File: src/rtl/morse_key_decoder.sv
// Morse-style key decoder: classifies key presses as dots or dashes, collects
// five symbols and decodes them to a digit 0-9, flagging malformed entries.
module morse_key_decoder #(
  parameter int DOT_MAX  = 4,
  parameter int LONG_MAX = 16,
  parameter int GAP      = 8
) (
  input  logic       clk,
  input  logic       rst,
  input  logic       enable,
  input  logic       key,
  output logic [3:0] digit,
  output logic       digit_valid,
  output logic       error,
  output logic [2:0] sym_count,
  output logic       busy
);

  localparam int PW = $clog2(LONG_MAX + 2);
  localparam int GW = $clog2(GAP + 1);

  typedef enum logic [1:0] {
    IDLE,
    PRESS,
    GAP_WAIT,
    REL_WAIT
  } state_t;

  typedef struct packed {
    logic       valid;
    logic [3:0] value;
  } decode_t;

  function automatic decode_t decode(input logic [4:0] pattern);
    decode_t d;
    d.valid = 1'b1;
    d.value = 4'd0;
    case (pattern)
      5'b01111: d.value = 4'd1;
      5'b00111: d.value = 4'd2;
      5'b00011: d.value = 4'd3;
      5'b00001: d.value = 4'd4;
      5'b00000: d.value = 4'd5;
      5'b10000: d.value = 4'd6;
      5'b11000: d.value = 4'd7;
      5'b11100: d.value = 4'd8;
      5'b11110: d.value = 4'd9;
      5'b11111: d.value = 4'd0;
      default:  d.valid = 1'b0;
    endcase
    return d;
  endfunction

  state_t        state_q;
  logic [PW-1:0] press_cnt_q;
  logic [GW-1:0] gap_cnt_q;
  logic [4:0]    pattern_q;
  logic [2:0]    sym_count_q;
  logic [3:0]    digit_q;
  logic          digit_valid_q;
  logic          error_q;
  logic          busy_q;

  // The symbol being released is appended at the LSB so the first one ends up as the MSB.
  logic       sym_bit;
  logic [4:0] pattern_shift;
  decode_t    dec;

  assign sym_bit       = (press_cnt_q > PW'(DOT_MAX));
  assign pattern_shift = {pattern_q[3:0], sym_bit};
  assign dec           = decode(pattern_shift);

  // NOTE: every register here, including the pattern, is cleared by the async
  // reset, and sequential state is only ever written with non-blocking '<='.
  always_ff @(posedge clk or negedge rst) begin
    if (!rst) begin
      state_q       <= IDLE;
      press_cnt_q   <= '0;
      gap_cnt_q     <= '0;
      pattern_q     <= '0;
      sym_count_q   <= '0;
      digit_q       <= '0;
      digit_valid_q <= 1'b0;
      error_q       <= 1'b0;
      busy_q        <= 1'b0;
    end else begin
      digit_valid_q <= 1'b0;
      error_q       <= 1'b0;
      if (!enable) begin
        state_q     <= IDLE;
        busy_q      <= 1'b0;
        press_cnt_q <= '0;
        gap_cnt_q   <= '0;
        pattern_q   <= '0;
        sym_count_q <= '0;
      end else begin
        case (state_q)
          IDLE: begin
            if (key) begin
              state_q     <= PRESS;
              busy_q      <= 1'b1;
              press_cnt_q <= PW'(1);
            end
          end
          PRESS: begin
            if (key) begin
              if (press_cnt_q == PW'(LONG_MAX)) begin
                error_q     <= 1'b1;
                state_q     <= REL_WAIT;
                press_cnt_q <= '0;
                pattern_q   <= '0;
                sym_count_q <= '0;
              end else begin
                press_cnt_q <= press_cnt_q + PW'(1);
              end
            end else if (sym_count_q == 3'd4) begin
              if (dec.valid) begin
                digit_q       <= dec.value;
                digit_valid_q <= 1'b1;
              end else begin
                error_q <= 1'b1;
              end
              state_q     <= IDLE;
              busy_q      <= 1'b0;
              press_cnt_q <= '0;
              pattern_q   <= '0;
              sym_count_q <= '0;
            end else begin
              pattern_q   <= pattern_shift;
              sym_count_q <= sym_count_q + 3'd1;
              press_cnt_q <= '0;
              gap_cnt_q   <= GW'(1);
              state_q     <= GAP_WAIT;
            end
          end
          GAP_WAIT: begin
            if (key) begin
              state_q     <= PRESS;
              press_cnt_q <= PW'(1);
              gap_cnt_q   <= '0;
            end else if (gap_cnt_q == GW'(GAP - 1)) begin
              error_q     <= 1'b1;
              state_q     <= IDLE;
              busy_q      <= 1'b0;
              gap_cnt_q   <= '0;
              pattern_q   <= '0;
              sym_count_q <= '0;
            end else begin
              gap_cnt_q <= gap_cnt_q + GW'(1);
            end
          end
          REL_WAIT: begin
            if (!key) begin
              state_q <= IDLE;
              busy_q  <= 1'b0;
            end
          end
          default: begin
            state_q <= IDLE;
            busy_q  <= 1'b0;
          end
        endcase
      end
    end
  end

  assign digit       = digit_q;
  assign digit_valid = digit_valid_q;
  assign error       = error_q;
  assign sym_count   = sym_count_q;
  assign busy        = busy_q;

endmodule
File: config.mk
export PLATFORM = sky130hd
export DESIGN_NAME = morse_key_decoder
export DESIGN_NICKNAME = d
export VERILOG_FILES = /design/src/rtl/morse_key_decoder.sv
export SDC_FILE = /design/constraint.sdc
export NUM_CORES = 1
export LEC_CHECK = 0
export BUFFER_PORTS_ARGS = -buffer_cell sky130_fd_sc_hd__buf_2
export CORE_AREA = 2 2 59 61
export DETAILED_ROUTE_END_ITERATION = 6
export DIE_AREA = 0 0 61 63
export GPL_TIMING_DRIVEN = 0
export PLACE_DENSITY = 0.7
export SETUP_SLACK_MARGIN = 0.4
export SLEW_MARGIN = 20
export SYNTH_ARGS = -nofsm -noshare
export SYNTH_HDL_FRONTEND = slang
export SYNTH_SLANG_ARGS = --single-unit
File: constraint.sdc
create_clock -name clk -period 2.4 [get_ports clk]
set_input_delay 0.24 -clock clk [delete_from_list [all_inputs] [get_ports clk]]
set_output_delay 0.24 -clock clk [all_outputs]
set_load 0.01 [all_outputs]
* Yosys cells after proc, flatten, opt, wreduce, memory -nomap -nowiden
Cells that the tools add are included.
Word-level totals: bits in registers 25, bits of input ports 4, word-level logic and storage cells 108
Cells by class: add/subtract/negate cells 3, order comparisons 1, eq/ne operators 27, multiplexer cells 57, bitwise logic cells 1, reductions and logical operators 10
Operators with widths (count):
- 4-bit two-way mux | 11
- 4-bit one-hot mux with 9 select lines | 1
- 5-bit equality test (second input constant) | 6
- 3-bit inequality test (second input constant) | 7
- 1-bit two-way mux | 20
- 5-bit two-way mux | 4
- 3-bit two-way mux | 6
- 2-bit two-way mux | 8
- 4-bit one-hot mux with 2 select lines | 2
- 5-bit one-hot mux with 2 select lines | 1
- 10-bit OR reduction | 1
- 4-bit inequality test (second input constant) | 2
- 2-bit one-hot mux with 4 select lines | 1
- 4-bit AND reduction | 2
- 3-bit by 2-bit inequality test with 1-bit output (second input constant) | 2
- 3-bit one-hot mux with 2 select lines | 1
- 6-bit AND reduction | 1
- 5-bit by 1-bit adder with 5-bit output (second input constant) | 1
- 5-bit by 1-bit equality test with 1-bit output (second input constant) | 1
- 5-bit by 2-bit equality test with 1-bit output (second input constant) | 1
- 5-bit by 3-bit equality test with 1-bit output (second input constant) | 1
- 5-bit by 4-bit equality test with 1-bit output (second input constant) | 1
- 5-bit by 3-bit greater-than comparator with 1-bit output (second input constant) | 1
- 5-bit zero test | 1
- other kinds (15) | 16

* Longest topological paths before layout
Gate-level depths: netlist (run 1).
word-level depth 9, depth in mapped cells 8, gate-level depth less buffers 7

* Least setup slack after synthesis (run 1)
No wires, ideal clock.
kind reg-to-reg, start register press_cnt_q[0], end register digit_q[1] (netlist: digit[1]), library setup time 125 ps, data arrival time 1701 ps, path slack 574 ps, stages on the path, launching flop included 8, buffers on the path 0, clock period less this slack 1826 ps, cell sequence dfrtp_1 -> inv_1 -> ha_1 -> nor2b_4 -> o311ai_0 -> nand3_2 -> nor2_4 -> mux2_4
On the way: word-level cells in the longest chain between the ends 5
RTL lines:
- start: declaration | RTL line 55 | logic [PW-1:0] press_cnt_q;
- start signal: assignment | RTL line 114 | press_cnt_q <= press_cnt_q + PW'(1);
- 5-bit by 3-bit greater-than comparator with 1-bit output (*) | RTL line 69 | assign sym_bit = (press_cnt_q > PW'(DOT_MAX));
- 5-bit equality test (tied with other cells) | RTL line 38 | case (pattern)
- 10-bit OR reduction (no line)
- 1-bit two-way mux | RTL line 38
- 5-bit AND reduction (no line)
- end signal: assignment | RTL line 118 | digit_q <= dec.value;
- end: declaration | RTL line 59 | logic [3:0] digit_q;
Every way passes the cells marked *; elsewhere a longest branch is shown, timed or not. A chain may end at the register's enable or synchronous reset.

* Worst setup path after layout (run 1)
start register press_cnt_q[0], end register digit_q[3] (netlist: digit[3])
Same word-level chain as after synthesis.

==> impl_metrics.ini, run 1 <==
[outcome]
outcome = completed

[floorplan]
io_pins = 14
die_h_um = 63
start_util_pct = 50.3
core.rowCount = 21
core-area_mm2 = 0.00323
die_w_um = 61
die_area_mm2 = 0.00384

[sta]
fin_crit_ns = 1.91
setup_violations = 0
fin_setup_tns_ns = 0
finalCritPeriodShare_pct = 79.6
skew_ns = 0.00577
worst_pin_slew_ns = 0.564
slew_violations = 0
hold_viol = 0
slew_headroom_pct = 62.4
rsz0062_at_grt = false
fin_hold_ws_ns = 0.222
fmax_mhz = 524

[final_layout]
area_growth_pct = 11.9
drive_above_1_share_pct = 22.1
nets = 213
layout.cells.non_filler = 245
fin_util_pct = 56.3
num_antenna_cells = 0

[global_routing]
grt_start_max_net_pins = 26
grt_pass1_vias = 1267
antenna_found_initial = 0
globalRouteTotalUtil_pct = 18.8
grt_pass1_wl_mm = 5.60
grt_remaining_overflow = 0

[critical_path]
end_kind = flip-flop
worstSetupStartpointType = flip-flop
worst_ep_required_time_ns = 2.61
r2r_slack_ns = 0.49
critPathKind = reg2reg
worstPathArrival_ns = 2.12
path_max_fanout = 4

[clock_tree]
clk_pin_slew_ns = 0.12
cts-htree-levels = 1
cts_tree = yes
numCtsBuffers = 3
cts-root-buf = clkbuf_4
clock_sinks = 25
clk_latency_ns = 0.32
cts_buffer_depth = 2

[place]
dp.cells = 237
gp_congestion = 0.875
port_buffers = 13
dp_hpwl_mm = 2.38

[synthesis]
ys_types = 52
ys_seq_elements = 25
synthMostInstantiatedCell = dfrtp_1
synth_cells = 178
synthFlopType = dfrtp_1
synth.cell_area_mm2 = 0.00163
seq_area_frac_synth_pct = 38.5
syn-num-nets = 191
synthArstFlopShare_pct = 100
yosysTopAreaCell = dfrtp_1
synthTopCellsByArea = dfrtp_1 38%, ha_1 6.9%, o21ai_0 6.2%
synth-edff-count = 0
synthTopCellsByCount = 25 x dfrtp_1, 22 x nand2_1, 20 x o21ai_0
yosys_warnings = 0
synth_area_per_cell_um2 = 9.13
synth.top_cell.area_share_pct = 38.5

[power_and_ir_drop]
p_comb_share_pct = 38.9
p_sw_mw = 0.414
intPower_mw = 0.708
clockPowerShare_pct = 16.5
ir_worst_vdd_uv = 370
p_per_area_mw_per_mm2 = 617
seq_power_share_pct = 44.6
p_sw_share_pct = 36.9
p_leak_nw = 0.811

[route]
drtPass1Iterations = 4
vias_per_cell = 5.51
drc_errors = 0
final_antenna_net_count = 0
routed_wl_mm = 3.27
drt-wirelength-per-cell_um = 13.4
num_vias = 1350
first_iter_violations = 41

[worst_hold_path]
min_path_type = in2reg

[flow_run]
cap_viol_max_count = 0
stage by stage:
stage	total power [mW]	setup slack [ns]	instance area, um^2
after floorplan	0.803	0.574	1630
after global placement	0.889	0.426	1750
after detailed placement	0.903	0.332	1750
after CTS	1.11	0.457	1800
after global routing	1.21	0.408	1820
final	1.12	0.491	1820
sequential cells by signal (all words and copies together) (netlist names):
name,cells
pattern_q,4
gap_cnt_q,4
digit,4
digit_valid,1
busy,1
state_q,2
sym_count,3
press_cnt_q,5
error,1
final cells by class:
| class | count | area, um^2 |
|---|---|---|
| Sequential cell | 25 | 626 |
| Clock buffer | 4 | 26.3 |
| Buffer | 8 | 56.3 |
| Multi-Input combinational cell | 134 | 911 |
| Timing Repair Buffer | 17 | 97.6 |
| Tap cell | 46 | 57.6 |
| Fill cell | 294 | 1410 |
| Inverter | 11 | 43.8 |
critical path: stages (launching register included):
cell and delay [ns]:
dfrtp_1 0.43, inv_1 0.11, ha_2 0.23, nor2b_4 0.05
or4b_4 0.47, nand3_2 0.15, nor2_4 0.07, mux2_4 0.30
metal layers:
metal / vias up / global-route usage (%) / part of all wire (%) / wire length (um)
met4: 0 / 7.34 / 1.7 / 56
met2: 31 / 30.6 / 49 / 1590
li1: 682 / - / - / -
met3: 8 / 2.90 / 3.3 / 109
met5: - / 0 / 0 / 0
met1: 629 / 24.4 / 46 / 1520
logic make-up (layout without fill, tap and decap cells):
| logic type | Yosys count | after routing | synth area share [%] |
|---|---|---|---|
| buffers and inverters | 19 | 40 | 5.93 |
| AO/OA/AOI/OAI | 42 | 42 | 15.9 |
| adder cells (fa/ha/maj) | 9 | 9 | 6.93 |
| flip-flops | 25 | 25 | 38.5 |
| AND/OR/NAND/NOR | 74 | 74 | 26.7 |
| multiplexers | 7 | 7 | 5.00 |
| XOR/XNOR | 2 | 2 | 1.08 |
timing repair:
item                       4_1_cts  5_1_grt
hold buffers                     1        0
setup endpoints to repair        9       12
hold endpoints to repair        25        0
cloned                           0        0
pin swaps                        0        1
resized for setup                2        4
buffers inserted                 1        2
final timing paths:
| kind | depth (start not counted) | to | from |
|---|---|---|---|
| worst max-delay path | 7 | digit[3] | press_cnt_q[0] |
| worst min-delay path | 3 | error | enable |
| worst max register to register | 7 | digit[3] | press_cnt_q[0] |
| worst min register to register | 1 | digit[1] | digit[1] |
| max in group asynchronous | 2 | press_cnt_q[1] | rst |
| min in group asynchronous | 2 | gap_cnt_q[2] | rst |
power by group through the flow:
stage | Sequential [mW] | Clock [mW] | Combinational [mW]
final | 0.500 | 0.185 | 0.437
after global routing | 0.505 | 0.207 | 0.494
after CTS | 0.497 | 0.191 | 0.419
after detailed placement | 0.515 | 0 | 0.388
after global placement | 0.510 | 0 | 0.379
after floorplan | 0.514 | 0 | 0.290
layout by cell type (no fill, tap or decap), types with 3 or more instances in the layout:
master | netlist | routed
a21oi_1 | 5 | 5
buf_2 | 2 | 14
buf_4 | 3 | 7
clkbuf_4 | 0 | 3
dfrtp_1 | 25 | 25
ha_1 | 9 | 8
inv_1 | 10 | 10
mux2i_1 | 4 | 4
nand2_1 | 22 | 22
nand3_1 | 12 | 12
nand3b_1 | 4 | 4
nor2_1 | 9 | 9
nor3_1 | 3 | 3
o21ai_0 | 20 | 20
o31ai_1 | 3 | 3
Note: power is estimated with default switching activity, not from simulation.
==> run 2, diff against run 1 <==
--- a/config.mk
+++ b/config.mk
@@ -5,12 +5,13 @@
 export SDC_FILE = /design/constraint.sdc
 export NUM_CORES = 1
 export LEC_CHECK = 0
+export ABC_AREA = 1
 export BUFFER_PORTS_ARGS = -buffer_cell sky130_fd_sc_hd__buf_2
 export CORE_AREA = 2 2 59 61
 export DETAILED_ROUTE_END_ITERATION = 6
 export DIE_AREA = 0 0 61 63
 export GPL_TIMING_DRIVEN = 0
-export PLACE_DENSITY = 0.7
+export PLACE_DENSITY = 0.72
 export SETUP_SLACK_MARGIN = 0.4
 export SLEW_MARGIN = 20
 export SYNTH_ARGS = -nofsm -noshare
==> constraint.sdc (replaced) <==
create_clock -name clk -period 1.7 [get_ports clk]
set_input_delay 0.17 -clock clk [delete_from_list [all_inputs] [get_ports clk]]
set_output_delay 0.17 -clock clk [all_outputs]
set_load 0.01 [all_outputs]
==> run 2 against run 1 <==
Clock power increased by 46%. Maximum frequency increased by 22%. Die area unchanged. Critical endpoint is now state_q[0]. Largest cell class unchanged. Highest routed layer unchanged.
==> impl_metrics.ini, run 2 <==
[place]
placed_cell_area_mm2 = 0.00181
dp.cells = 258
gp_congestion = 0.784
port_buffers = 12
dp_hpwl_mm = 2.32

[critical_path]
path_max_fanout = 6
worstPathArrival_ns = 1.81
worst_ep_required_time_ns = 1.95
max_stage_delay_ns = 0.46
worstPathCellList = inv_2 > ha_4 > inv_2 > nor2_4 > nand2_2 > buf_6 > nand3_4 > nor3_2 > a21oi_1
crit_top_cell = inv_2
worstSetupStartpointType = flip-flop
timing.critical_path.buf_inv = 3
worst_path_dominant_cell_family = flip-flops
critPathKind = reg2reg
cp_slowest_cell = dfrtp_1
end_kind = flip-flop

[global_routing]
globalRouteTotalUtil_pct = 21.2
grt_pass1_wl_mm = 6.22
grt_pass1_vias = 1434
grt_remaining_overflow = 0
grt_start_max_net_pins = 26
antenna_found_initial = 0

[final_layout]
regMostFlops = press_cnt_q
final_cell_mix = 28 x nand2_1, 23 x dfrtp_1, 22 x buf_4
fillCellCount = 257
multi_input_area_mm2 = 0.00111
final-seq-area_um2 = 628
layout.cells.non_filler = 287
drive_above_1_share_pct = 49.0
final_common_cell = nand2_1
largest_register_ffs = 5
fin_util_pct = 68.6
design_area_mm2 = 0.00222
area_growth_pct = 37.9
num_antenna_cells = 0
nets = 255

[clock_tree]
cts-htree-levels = 1
clk_latency_ns = 0.32
cts_buffer_depth = 2
cts_tree = yes
cts-root-buf = clkbuf_4
clock_sinks = 25
clk_pin_slew_ns = 0.13
numCtsBuffers = 3

[synthesis]
ys_types = 30
synthMostInstantiatedCell = nand2_1
synth_cells = 200
synthFlopType = dfrtp_1
yosysTopAreaCell = dfrtp_1
yosys_warnings = 0
synth.top_cell.area_share_pct = 38.9
ys_seq_elements = 25
synth_area_per_cell_um2 = 8.05
synthTopCellsByCount = 35 x nand2_1, 25 x dfrtp_1, 24 x inv_1
syn-num-nets = 213
synthTopCellsByArea = dfrtp_1 39%, nand2_1 8.2%, ha_1 7.0%
synth.cell_area_mm2 = 0.00161
synth-edff-count = 0
synthArstFlopShare_pct = 100
seq_area_frac_synth_pct = 38.9

[floorplan]
die_area_mm2 = 0.00384
io_pins = 14
core.rowCount = 21
die_w_um = 61
die_h_um = 63
core-area_mm2 = 0.00323
start_util_pct = 49.8

[sta]
rsz0062_at_grt = true
slew_headroom_pct = 63.0
fin_setup_tns_ns = 0
worst_pin_slew_ns = 0.555
fmax_mhz = 638
setup_violations = 0
finalCritPeriodShare_pct = 92.1
hold_viol = 0
skew_ns = 0.00393
slew_violations = 0
fin_crit_ns = 1.57

[route]
first_iter_violations = 24
drtPass1Iterations = 4
routed_wl_mm = 3.78
drc_errors = 0
vias_per_cell = 5.01
num_vias = 1437
final_antenna_net_count = 0
drt-wirelength-per-cell_um = 13.2

[power_and_ir_drop]
ir_worst_vdd_uv = 684
p_per_area_mw_per_mm2 = 1060
p_leak_nw = 1.05
total_power_mw = 2.35

[worst_hold_path]
min_path_type = in2reg

[outcome]
outcome = completed

[flow_run]
cap_viol_max_count = 0
[run 2: changes by cell type in the layout (fill, tap and decap cells not counted), sizes merged, moves of 3 or more]
cell	previous run	this run
nand2	22	46
inv	11	32
buf	22	37
nor2	10	23
mux2i	4	0
nand3	13	17
a21oi	5	8
and3b	3	0
mux2	3	0
nand3b	4	1
nor3	4	7
xor2	0	3
[run 2: stage by stage]
| step | worst slack (ns) | hold WS [ns] |
|---|---|---|
| after floorplan | 0.261 | -0.126 |
| after global placement | 0.0924 | 0.195 |
| after detailed placement | 0.0873 | 0.196 |
| after CTS | 0.174 | 0.115 |
| after global routing | 0.0426 | 0.145 |
| final | 0.134 | 0.147 |
[run 2: timing repair]
item | in CTS | in global routing
buffers inserted | 16 | 8
hold endpoints to repair | 25 | 0
gates resized for setup | 28 | 18
pin swaps | 12 | 14
endpoints found under the setup margin | 25 | 25
hold buffers | 1 | 0
[run 2: power breakdown]
group | internal, mW | switching [mW] | leakage (nW)
logic | 0.593 | 0.712 | 0.699
clock network | 0.0917 | 0.178 | 0.0150
registers | 0.680 | 0.0898 | 0.339
total | 1.37 | 0.980 | 1.05
[run 2: worst paths after layout]
path,from,to,slack (ns),depth (start not counted)
worst max-delay path,state_q[1],state_q[0],0.13,9
worst min-delay path,enable,error,0.15,3
worst max register to register,state_q[1],state_q[0],0.13,9
worst min register to register,digit[1],digit[1],0.50,2
max in group asynchronous,rst,state_q[0],0.93,2
min in group asynchronous,rst,digit[3],0.37,2
[run 2: layer usage]
layer	track usage, %	wire (um)	vias up
met5	0	0	-
met2	36.4	1880	38
met3	2.48	122	17
li1	-	-	731
met1	25.2	1620	651
met4	10.3	151	0
[run 2: cell families (layout without fill, tap and decap cells)]
group                      count (synthesis)  count (layout)  share of synthesized area (%)
xor gates and xnor gates                   3               3                           1.63
adders and majority gates                  9               9                           7.00
DFF                                       25              25                           38.9
AOI/OAI and AO/OA                         34              34                           12.1
and+or+nand+nor                           96              96                           32.0
buffers and inverters                     33              74                           8.32
[run 2: worst reg2reg max path: cells and delay by family (launching register included)]
kind	cells	cell delay, ns
flops	1	0.46
compound gates	1	0.12
fa+ha+maj	1	0.20
simple gates	4	0.42
buf+inv	3	0.29
[run 2: cell type report]
class / instances / area share, %
Buffer: 1 / 0.508
Clock buffer: 4 / 1.18
Inverter: 32 / 5.87
Multi-Input combinational cell: 142 / 49.9
Sequential cell: 25 / 28.3
Tap cell: 46 / 2.59
Timing Repair Buffer: 37 / 11.6
